--- src/rtl/sha_ctrl_pkg.sv ---
// Shared types and helpers for the nonce sweep controller.
// Nonce arithmetic is done in 33 bits so range-end checks see 32-bit wrap.
package sha_ctrl_pkg;

   localparam int unsigned NoncesPerBatchDef = 16;

   typedef enum logic [2:0] {
      StIdle,
      StLaunch,
      StWaitAck,
      StRun,
      StEval,
      StDrain
   } state_e;

   function automatic logic [32:0] nonce_add(input logic [31:0] a, input logic [31:0] b);
      return {1'b0, a} + {1'b0, b};
   endfunction

endpackage

--- src/rtl/nonce_sweep_ctrl_if.sv ---
// Launch/result port between the sweep controller (master) and the hash core (slave).
interface nonce_sweep_ctrl_if
   import sha_ctrl_pkg::*;
#(
   parameter int unsigned IDX_W = $clog2(NoncesPerBatchDef)
);
   logic             core_start;
   logic [31:0]      core_nonce_base;
   logic             core_done;
   logic             res_valid;
   logic [IDX_W-1:0] res_idx;
   logic [31:0]      res_h0;

   modport master (
      output core_start, core_nonce_base,
      input  core_done, res_valid, res_idx, res_h0
   );

   modport slave (
      input  core_start, core_nonce_base,
      output core_done, res_valid, res_idx, res_h0
   );
endinterface

--- src/rtl/nonce_hit_select.sv ---
// Tracks which result slots have reported in a batch and the lowest-index hit with its h0.
// Per-slot h0 is kept so a later overwrite of the current lowest hit exposes the next one.
module nonce_hit_select #(
   parameter int unsigned NumSlots = 16,
   parameter int unsigned IdxW     = $clog2(NumSlots)
) (
   input  logic            clk_i,
   input  logic            rst_ni,
   input  logic            clear_i,
   input  logic            res_valid_i,
   input  logic [IdxW-1:0] res_idx_i,
   input  logic [31:0]     res_h0_i,
   input  logic            is_hit_i,
   output logic            all_seen_o,
   output logic            hit_o,
   output logic [IdxW-1:0] hit_idx_o,
   output logic [31:0]     hit_h0_o
);

   logic [NumSlots-1:0] seen_q, seen_d;
   logic [NumSlots-1:0] hitv_q, hitv_d;
   logic [NumSlots-1:0] strobe;
   logic [31:0]         h0_q [NumSlots];

   always_comb begin
      strobe = '0;
      if (res_valid_i) strobe[res_idx_i] = 1'b1;
      seen_d = seen_q;
      hitv_d = hitv_q;
      if (clear_i) begin
         seen_d = '0;
         hitv_d = '0;
      end else if (res_valid_i) begin
         seen_d[res_idx_i] = 1'b1;
         hitv_d[res_idx_i] = is_hit_i;
      end
   end

   always_ff @(posedge clk_i or negedge rst_ni) begin
      if (!rst_ni) begin
         seen_q <= '0;
         hitv_q <= '0;
         for (int i = 0; i < int'(NumSlots); i++) h0_q[i] <= '0;
      end else begin
         seen_q <= seen_d;
         hitv_q <= hitv_d;
         if (!clear_i && res_valid_i && is_hit_i) h0_q[res_idx_i] <= res_h0_i;
      end
   end

   // A strobe in the same cycle as the core's completion still counts.
   assign all_seen_o = &(seen_q | strobe);
   assign hit_o      = |hitv_q;

   always_comb begin
      hit_idx_o = '0;
      hit_h0_o  = '0;
      for (int i = int'(NumSlots) - 1; i >= 0; i--) begin
         if (hitv_q[i]) begin
            hit_idx_o = IdxW'(i);
            hit_h0_o  = h0_q[i];
         end
      end
   end

endmodule

--- src/rtl/nonce_sweep_ctrl.sv ---
// Sweeps a nonce range through the multi-nonce hash core one batch at a time and
// stops on the lowest nonce whose final h0 is below the target.
module nonce_sweep_ctrl
   import sha_ctrl_pkg::*;
#(
   parameter int unsigned NONCES_PER_BATCH = NoncesPerBatchDef,
   parameter int unsigned IDX_W            = $clog2(NONCES_PER_BATCH),
   parameter int unsigned TIMEOUT_CYCLES   = 65535
) (
   input  logic                      clk,
   input  logic                      reset_n,
   input  logic                      start,
   input  logic                      abort,
   input  logic [31:0]               cfg_nonce_first,
   input  logic [31:0]               cfg_nonce_last,
   input  logic [31:0]               cfg_target,
   output logic                      done,
   output logic                      found,
   output logic [31:0]               found_nonce,
   output logic [31:0]               found_h0,
   output logic                      err,
   output logic                      aborted,
   output logic [31:0]               batch_count,
   nonce_sweep_ctrl_if.master        core
);

   state_e      state_q, state_d;
   logic [31:0] base_q, base_d;
   logic [31:0] last_q, last_d;
   logic [31:0] target_q, target_d;
   logic        found_q, found_d;
   logic [31:0] found_nonce_q, found_nonce_d;
   logic [31:0] found_h0_q, found_h0_d;
   logic        err_q, err_d;
   logic        aborted_q, aborted_d;
   logic [31:0] batch_q, batch_d;
   logic [31:0] tmo_q, tmo_d;

   logic             hs_clear;
   logic             hs_valid;
   logic             hs_is_hit;
   logic             hs_all_seen;
   logic             hs_hit;
   logic [IDX_W-1:0] hs_hit_idx;
   logic [31:0]      hs_hit_h0;
   logic             tmo_expired;
   logic             range_end;

   assign hs_valid    = core.res_valid && (state_q == StRun);
   assign hs_is_hit   = (core.res_h0 < target_q) &&
                        (nonce_add(base_q, 32'(core.res_idx)) <= {1'b0, last_q});
   assign tmo_expired = (tmo_q == 32'(TIMEOUT_CYCLES - 1));
   assign range_end   = nonce_add(base_q, 32'(NONCES_PER_BATCH)) > {1'b0, last_q};

   nonce_hit_select #(
      .NumSlots (NONCES_PER_BATCH),
      .IdxW     (IDX_W)
   ) u_hit_select (
      .clk_i       (clk),
      .rst_ni      (reset_n),
      .clear_i     (hs_clear),
      .res_valid_i (hs_valid),
      .res_idx_i   (core.res_idx),
      .res_h0_i    (core.res_h0),
      .is_hit_i    (hs_is_hit),
      .all_seen_o  (hs_all_seen),
      .hit_o       (hs_hit),
      .hit_idx_o   (hs_hit_idx),
      .hit_h0_o    (hs_hit_h0)
   );

   always_ff @(posedge clk or negedge reset_n) begin
      if (!reset_n) begin
         state_q       <= StIdle;
         base_q        <= '0;
         last_q        <= '0;
         target_q      <= '0;
         found_q       <= 1'b0;
         found_nonce_q <= '0;
         found_h0_q    <= '0;
         err_q         <= 1'b0;
         aborted_q     <= 1'b0;
         batch_q       <= '0;
         tmo_q         <= '0;
      end else begin
         state_q       <= state_d;
         base_q        <= base_d;
         last_q        <= last_d;
         target_q      <= target_d;
         found_q       <= found_d;
         found_nonce_q <= found_nonce_d;
         found_h0_q    <= found_h0_d;
         err_q         <= err_d;
         aborted_q     <= aborted_d;
         batch_q       <= batch_d;
         tmo_q         <= tmo_d;
      end
   end

   always_comb begin
      state_d       = state_q;
      base_d        = base_q;
      last_d        = last_q;
      target_d      = target_q;
      found_d       = found_q;
      found_nonce_d = found_nonce_q;
      found_h0_d    = found_h0_q;
      err_d         = err_q;
      aborted_d     = aborted_q;
      batch_d       = batch_q;
      tmo_d         = tmo_q;
      hs_clear      = 1'b0;
      unique case (state_q)
         StIdle: begin
            if (start) begin
               base_d        = cfg_nonce_first;
               last_d        = cfg_nonce_last;
               target_d      = cfg_target;
               found_d       = 1'b0;
               found_nonce_d = '0;
               found_h0_d    = '0;
               err_d         = 1'b0;
               aborted_d     = 1'b0;
               batch_d       = '0;
               if (cfg_nonce_last >= cfg_nonce_first) state_d = StLaunch;
            end
         end
         StLaunch: begin
            hs_clear = 1'b1;
            tmo_d    = '0;
            batch_d  = batch_q + 32'd1;
            state_d  = StWaitAck;
         end
         StWaitAck, StRun: begin
            tmo_d = tmo_q + 32'd1;
            if (tmo_expired) begin
               err_d   = 1'b1;
               state_d = core.core_done ? StIdle : StDrain;
            end else if (abort) begin
               aborted_d = 1'b1;
               state_d   = StDrain;
            end else if (state_q == StWaitAck) begin
               if (!core.core_done) state_d = StRun;
            end else if (core.core_done) begin
               if (hs_all_seen) begin
                  state_d = StEval;
               end else begin
                  err_d   = 1'b1;
                  state_d = StIdle;
               end
            end
         end
         StEval: begin
            if (hs_hit) begin
               found_d       = 1'b1;
               found_nonce_d = base_q + 32'(hs_hit_idx);
               found_h0_d    = hs_hit_h0;
               state_d       = StIdle;
            end else if (range_end) begin
               state_d = StIdle;
            end else if (abort) begin
               aborted_d = 1'b1;
               state_d   = StIdle;
            end else begin
               base_d  = base_q + 32'(NONCES_PER_BATCH);
               state_d = StLaunch;
            end
         end
         StDrain: begin
            if (core.core_done) state_d = StIdle;
         end
         default: state_d = StIdle;
      endcase
   end

   always_comb begin
      done                 = (state_q == StIdle);
      core.core_start      = (state_q == StLaunch);
      core.core_nonce_base = base_q;
      found                = found_q;
      found_nonce          = found_nonce_q;
      found_h0             = found_h0_q;
      err                  = err_q;
      aborted              = aborted_q;
      batch_count          = batch_q;
   end

endmodule
--- src/flat_wrapper.sv ---
// flat-port wrapper written by rule: the top's interface ports become plain ports
module nonce_sweep_ctrl_flat import sha_ctrl_pkg::*;
#(
   parameter int unsigned NONCES_PER_BATCH = NoncesPerBatchDef,
   parameter int unsigned IDX_W            = $clog2(NONCES_PER_BATCH),
   parameter int unsigned TIMEOUT_CYCLES   = 65535
)
  (clk, reset_n, start, abort, cfg_nonce_first, cfg_nonce_last, cfg_target, done, found, found_nonce, found_h0, err, aborted, batch_count, core_core_start, core_core_nonce_base, core_core_done, core_res_valid, core_res_idx, core_res_h0);
  nonce_sweep_ctrl_if #(.IDX_W(IDX_W)) core_i ();
  input  logic clk;
  input  logic reset_n;
  input  logic start;
  input  logic abort;
  input  logic [31:0] cfg_nonce_first;
  input  logic [31:0] cfg_nonce_last;
  input  logic [31:0] cfg_target;
  output logic done;
  output logic found;
  output logic [31:0] found_nonce;
  output logic [31:0] found_h0;
  output logic err;
  output logic aborted;
  output logic [31:0] batch_count;
  output wire logic [$bits(core_i.core_start)-1:0] core_core_start;
  output wire logic [$bits(core_i.core_nonce_base)-1:0] core_core_nonce_base;
  input wire logic [$bits(core_i.core_done)-1:0] core_core_done;
  input wire logic [$bits(core_i.res_valid)-1:0] core_res_valid;
  input wire logic [$bits(core_i.res_idx)-1:0] core_res_idx;
  input wire logic [$bits(core_i.res_h0)-1:0] core_res_h0;
  assign core_core_start = core_i.core_start;
  assign core_core_nonce_base = core_i.core_nonce_base;
  assign core_i.core_done = core_core_done;
  assign core_i.res_valid = core_res_valid;
  assign core_i.res_idx = core_res_idx;
  assign core_i.res_h0 = core_res_h0;
  nonce_sweep_ctrl #(.NONCES_PER_BATCH(NONCES_PER_BATCH), .IDX_W(IDX_W), .TIMEOUT_CYCLES(TIMEOUT_CYCLES)) u_core (.clk(clk), .reset_n(reset_n), .start(start), .abort(abort), .cfg_nonce_first(cfg_nonce_first), .cfg_nonce_last(cfg_nonce_last), .cfg_target(cfg_target), .done(done), .found(found), .found_nonce(found_nonce), .found_h0(found_h0), .err(err), .aborted(aborted), .batch_count(batch_count), .core(core_i));
endmodule
--- config.mk ---
export PLATFORM = sky130hd
export DESIGN_NAME = nonce_sweep_ctrl_flat
export DESIGN_NICKNAME = d
export VERILOG_FILES = /design/src/rtl/sha_ctrl_pkg.sv /design/src/rtl/nonce_sweep_ctrl_if.sv /design/src/rtl/nonce_hit_select.sv /design/src/rtl/nonce_sweep_ctrl.sv /design/src/flat_wrapper.sv
export SDC_FILE = /design/constraint.sdc
export NUM_CORES = 2
export LEC_CHECK = 0
export BUFFER_PORTS_ARGS = -buffer_cell sky130_fd_sc_hd__clkbuf_2
export CAP_MARGIN = 5
export CORE_ASPECT_RATIO = 0.5
export CORE_MARGIN = 1.5
export CORE_UTILIZATION = 55
export CTS_BUF_LIST = sky130_fd_sc_hd__clkbuf_4 sky130_fd_sc_hd__clkbuf_8
export CTS_CLUSTER_SIZE = 40
export DETAILED_ROUTE_END_ITERATION = 8
export MAX_ROUTING_LAYER = met4
export PLACE_DENSITY_LB_ADDON = 0.1
export SETUP_SLACK_MARGIN = 0.4
export SLEW_MARGIN = 10
export SYNTH_ARGS = -nofsm -noshare
export SYNTH_HDL_FRONTEND = slang
export SYNTH_SLANG_ARGS = --single-unit
--- constraint.sdc ---
create_clock -name clk -period 9.95 [get_ports clk]
set_clock_uncertainty 0.1 [all_clocks]
set_input_delay 1.99 -clock clk [delete_from_list [all_inputs] [get_ports clk]]
set_output_delay 1.99 -clock clk [all_outputs]
set_load 0.02 [all_outputs]
==> results.py <==
metrics = {
    "status": {
        "status": "finished, final reports clean",
    },
    "timing": {
        "setup_tns_ps": 0,
        "tightestPinTransition_ps": 1290,
        "timing.final.crit_share": 0.750,
        "grt_setup_unrepaired": "no",
        "finalMaxSlewViolations": 0,
        "hold_viol_final": 0,
        "fmax_mhz": 134,
        "max_slew_margin": 0.138,
        "setup_viol": 0,
        "finalWorstPathRequiredPeriod_ps": 7460,
    },
    "setup_path": {
        "cp_data_required_time_ps": 10520,
        "critPathMaxStageDelay_ps": 930,
        "critPathKind": "primary input to flop",
        "critical_path_buf_inv_count": 3,
        "cp_slowest_cell": "nor4_4",
        "path_cells": "clkbuf_2, ha_1, fa_1, a21o_1, a21oi_1, nor2_1, nand2_1, xnor2_1, ha_1, nand4_1, nor4_1, a21boi_1, or4_1, a222oi_1, a211oi_4, buf_4, nor4_4, buf_4, mux2_2",
        "critPathMaxFanout": 20,
        "critPathLaunchType": "primary input",
        "critPathTopFamily": "simple AND/OR/NAND/NOR gates",
        "endpoint_kind": "flop",
        "worstPathArrival_ps": 8030,
    },
    "logic_synthesis": {
        "synth_compound_area_frac": 0.140,
        "ys.flop_type": "dfrtp_1",
        "synth_fp_nets": 3898,
        "netlist_area_um2": 39200,
        "ys_async_sr_fraction": 1.00,
        "yosysTopAreaCellShare": 0.494,
        "postSynthCellCount": 3619,
        "syn_avg_cell_area_um2": 10.8,
        "synth_top_family_by_area": "multiplexers",
        "yosysWarnings": 0,
        "synth-xor-area-share": 0.0194,
        "ys_ff_latch": 774,
        "yosys.area_share.adder": 0.0454,
        "synth.area.top_cells": "dfrtp_1, mux2_2, mux2_1",
        "synth_seq_area_share": 0.494,
        "yosys.area.top_type": "dfrtp_1",
        "ys_types": 70,
        "synthMuxAreaShare": 0.152,
        "synth-edff-count": 0,
        "synth-simple-area-share": 0.104,
    },
    "die": {
        "row_count": 68,
        "die-area_um2": 72900,
        "io_pins": 271,
        "initial_core_util": 0.562,
        "fp.dieH_um": 192,
        "core_um2": 69700,
        "die_w_um": 380,
    },
    "routing": {
        "first_pass_iters": 6,
        "drtAntennaViolNets": 0,
        "totalWireLength_um": 113000,
        "vias_per_cell": 6.25,
        "first_iter_violations": 2784,
        "drcViolationCount": 0,
        "vias": 30028,
        "wire_per_inst_um": 23.6,
    },
    "clock_network": {
        "cts_setup_buffers": 0,
        "hold_buffers": 0,
        "cts_tree": "yes",
        "cts_sinks": 774,
        "path_clk_slew_ps": 70,
        "cts_resized": 0,
        "cts_buffers": 109,
        "cts_root_buf": "clkbuf_8",
        "ctsLongestPathBuffers": 3,
        "htreeDepth": 3,
        "insertion_delay_ps": 790,
    },
    "power": {
        "powerDensity_nw_per_um2": 241,
        "ir_drop_mv": 0.160,
        "leakage_uw": 0.0210,
    },
    "cells_and_area": {
        "syn_to_final_growth_pct": 10.5,
        "nNetsFinal": 4055,
        "final_util": 0.621,
        "layout-drive-gt1-share": 0.234,
    },
    "global_route": {
        "grt_use_total": 0.321,
        "overflow": 0,
        "antenna_found_initial": 3,
        "grt_pass1_vias": 29168,
        "grt_pass1_wl_um": 175000,
        "grt_max_degree": 182,
    },
    "placement": {
        "port_buffers": 270,
        "gp_congestion": 0.953,
        "hpwl_um": 72200,
    },
    "run": {
        "maxCapViolCount": 0,
    },
    "min_path": {
        "hp-class": "flop to flop",
    },
}
[per-layer routing]
metal,vias up,global-route usage,routed length [um]
met2,1139,0.479,50600
met3,184,0.0503,8210
met5,-,-,0
met4,0,0.101,2870
met1,15246,0.451,51700
li1,13459,-,-
[synth_stat cells, types with 5 or more instances]
library cell	instances
a211oi_1	12
a21o_1	23
a21oi_1	156
a221o_1	28
a221oi_1	49
a22o_1	5
a31oi_1	17
and2_1	6
and3_1	29
and4_1	7
buf_1	7
buf_2	20
buf_4	27
buf_6	14
clkbuf_1	205
dfrtp_1	774
ha_1	139
inv_1	128
mux2_1	181
mux2_2	337
mux2i_1	11
nand2_1	284
nand2b_1	19
nand3_1	105
nand4_1	54
nor2_1	179
nor2b_1	15
nor3_1	23
nor3b_1	26
nor4_1	15
nor4_4	16
o2111ai_1	6
o211ai_1	32
o21a_1	21
o21ai_0	303
o22ai_1	99
o311ai_0	50
o31ai_1	41
or2_2	14
or3_1	10
xnor2_1	57
xor2_1	30
[state kept, by name (all words and copies together), names as in the netlist]
name / count
u_core.u_hit_select.hitv_q: 16
u_core.target_q: 32
u_core.core.core_nonce_base: 32
u_core.found: 1
u_core.u_hit_select.seen_q: 16
u_core.last_q: 32
u_core.found_h0: 32
u_core.state_q: 3
u_core.u_hit_select.h0_q: 512
u_core.tmo_q: 32
u_core.batch_count: 32
u_core.err: 1
u_core.aborted: 1
u_core.found_nonce: 32
[power by group]
group	total, uW	switching [uW]	leakage (uW)	internal, uW
Sequential	4450	570	0.0105	3880
Clock	2720	1260	0.00127	1460
Combinational	3270	1990	0.00922	1290
Total	10400	3820	0.0210	6630
[layout make-up]
cell class                 instances  area (um^2)
fill                            5763        26400
sequential                       774        19400
multi-input combinational       2438        18100
clock buffer                     183         2220
timing repair buffer             321         1770
tap                              945         1180
inverter                         132          495
clock inverter                    12          145
antenna                            3         7.51
[logic make-up (layout without fill, tap and decap cells)]
group | after synthesis | in the layout
AOI/OAI and AO/OA | 868 | 868
xor gates and xnor gates | 87 | 87
adders and majority gates | 141 | 141
buffers and inverters | 407 | 648
DFF | 774 | 774
muxes | 529 | 529
other | 0 | 3
and+or+nand+nor | 813 | 813
[placed cells by master, fill, tap and decap left out, types with 11 or more instances in the layout]
master	Yosys	routed
a211oi_1	12	12
a21o_1	23	23
a21oi_1	156	156
a221o_1	28	28
a221oi_1	49	49
a31oi_1	17	17
and3_1	29	29
buf_4	27	49
clkbuf_2	2	269
clkbuf_4	0	47
clkbuf_8	0	136
dfrtp_1	774	770
ha_1	139	139
inv_1	128	128
mux2_1	181	181
mux2_2	337	337
mux2i_1	11	11
nand2_1	284	281
nand2b_1	19	19
nand3_1	105	105
nand4_1	54	54
nor2_1	179	177
nor2b_1	15	13
nor3_1	23	23
nor3b_1	26	26
nor4_1	15	15
nor4_4	16	16
o211ai_1	32	32
o21a_1	21	21
o21ai_0	303	303
o22ai_1	99	99
o311ai_0	50	50
o31ai_1	41	41
or2_2	14	14
xnor2_1	57	57
xor2_1	30	30
[metrics by stage]
stage	hold slack, ps	std cells	power [uW]	setup WS [ps]	cell area [um^2]
2_1_floorplan	347	3619	6660	3310	39200
3_5_place_dp	368	4610	7730	1790	40900
5_1_grt	390	4808	11100	2200	43300
6_report	380	4808	10400	2490	43300
4_1_cts	384	4805	10500	2610	43300
3_3_place_gp	359	4610	7620	1930	40900
[path summary, 6_finish.rpt]
kind,startpoint,end,slack [ps],cells after the start
setup / recovery,core_res_idx[0],u_core.u_hit_select.h0_q[452]$_DFFE_PN0P_,2490,19
hold / removal,u_core.u_hit_select.h0_q[229]$_DFFE_PN0P_,u_core.u_hit_select.h0_q[229]$_DFFE_PN0P_,380,1
setup reg to reg,u_core.core.core_nonce_base[4]$_DFFE_PN0P_,u_core.u_hit_select.h0_q[452]$_DFFE_PN0P_,2640,18
hold reg to reg,u_core.u_hit_select.h0_q[229]$_DFFE_PN0P_,u_core.u_hit_select.h0_q[229]$_DFFE_PN0P_,380,1
max in group asynchronous,reset_n,u_core.u_hit_select.h0_q[87]$_DFFE_PN0P_,6430,3
min in group asynchronous,reset_n,u_core.core.core_nonce_base[17]$_DFFE_PN0P_,1170,1
Power figures use the tool's default switching activity.
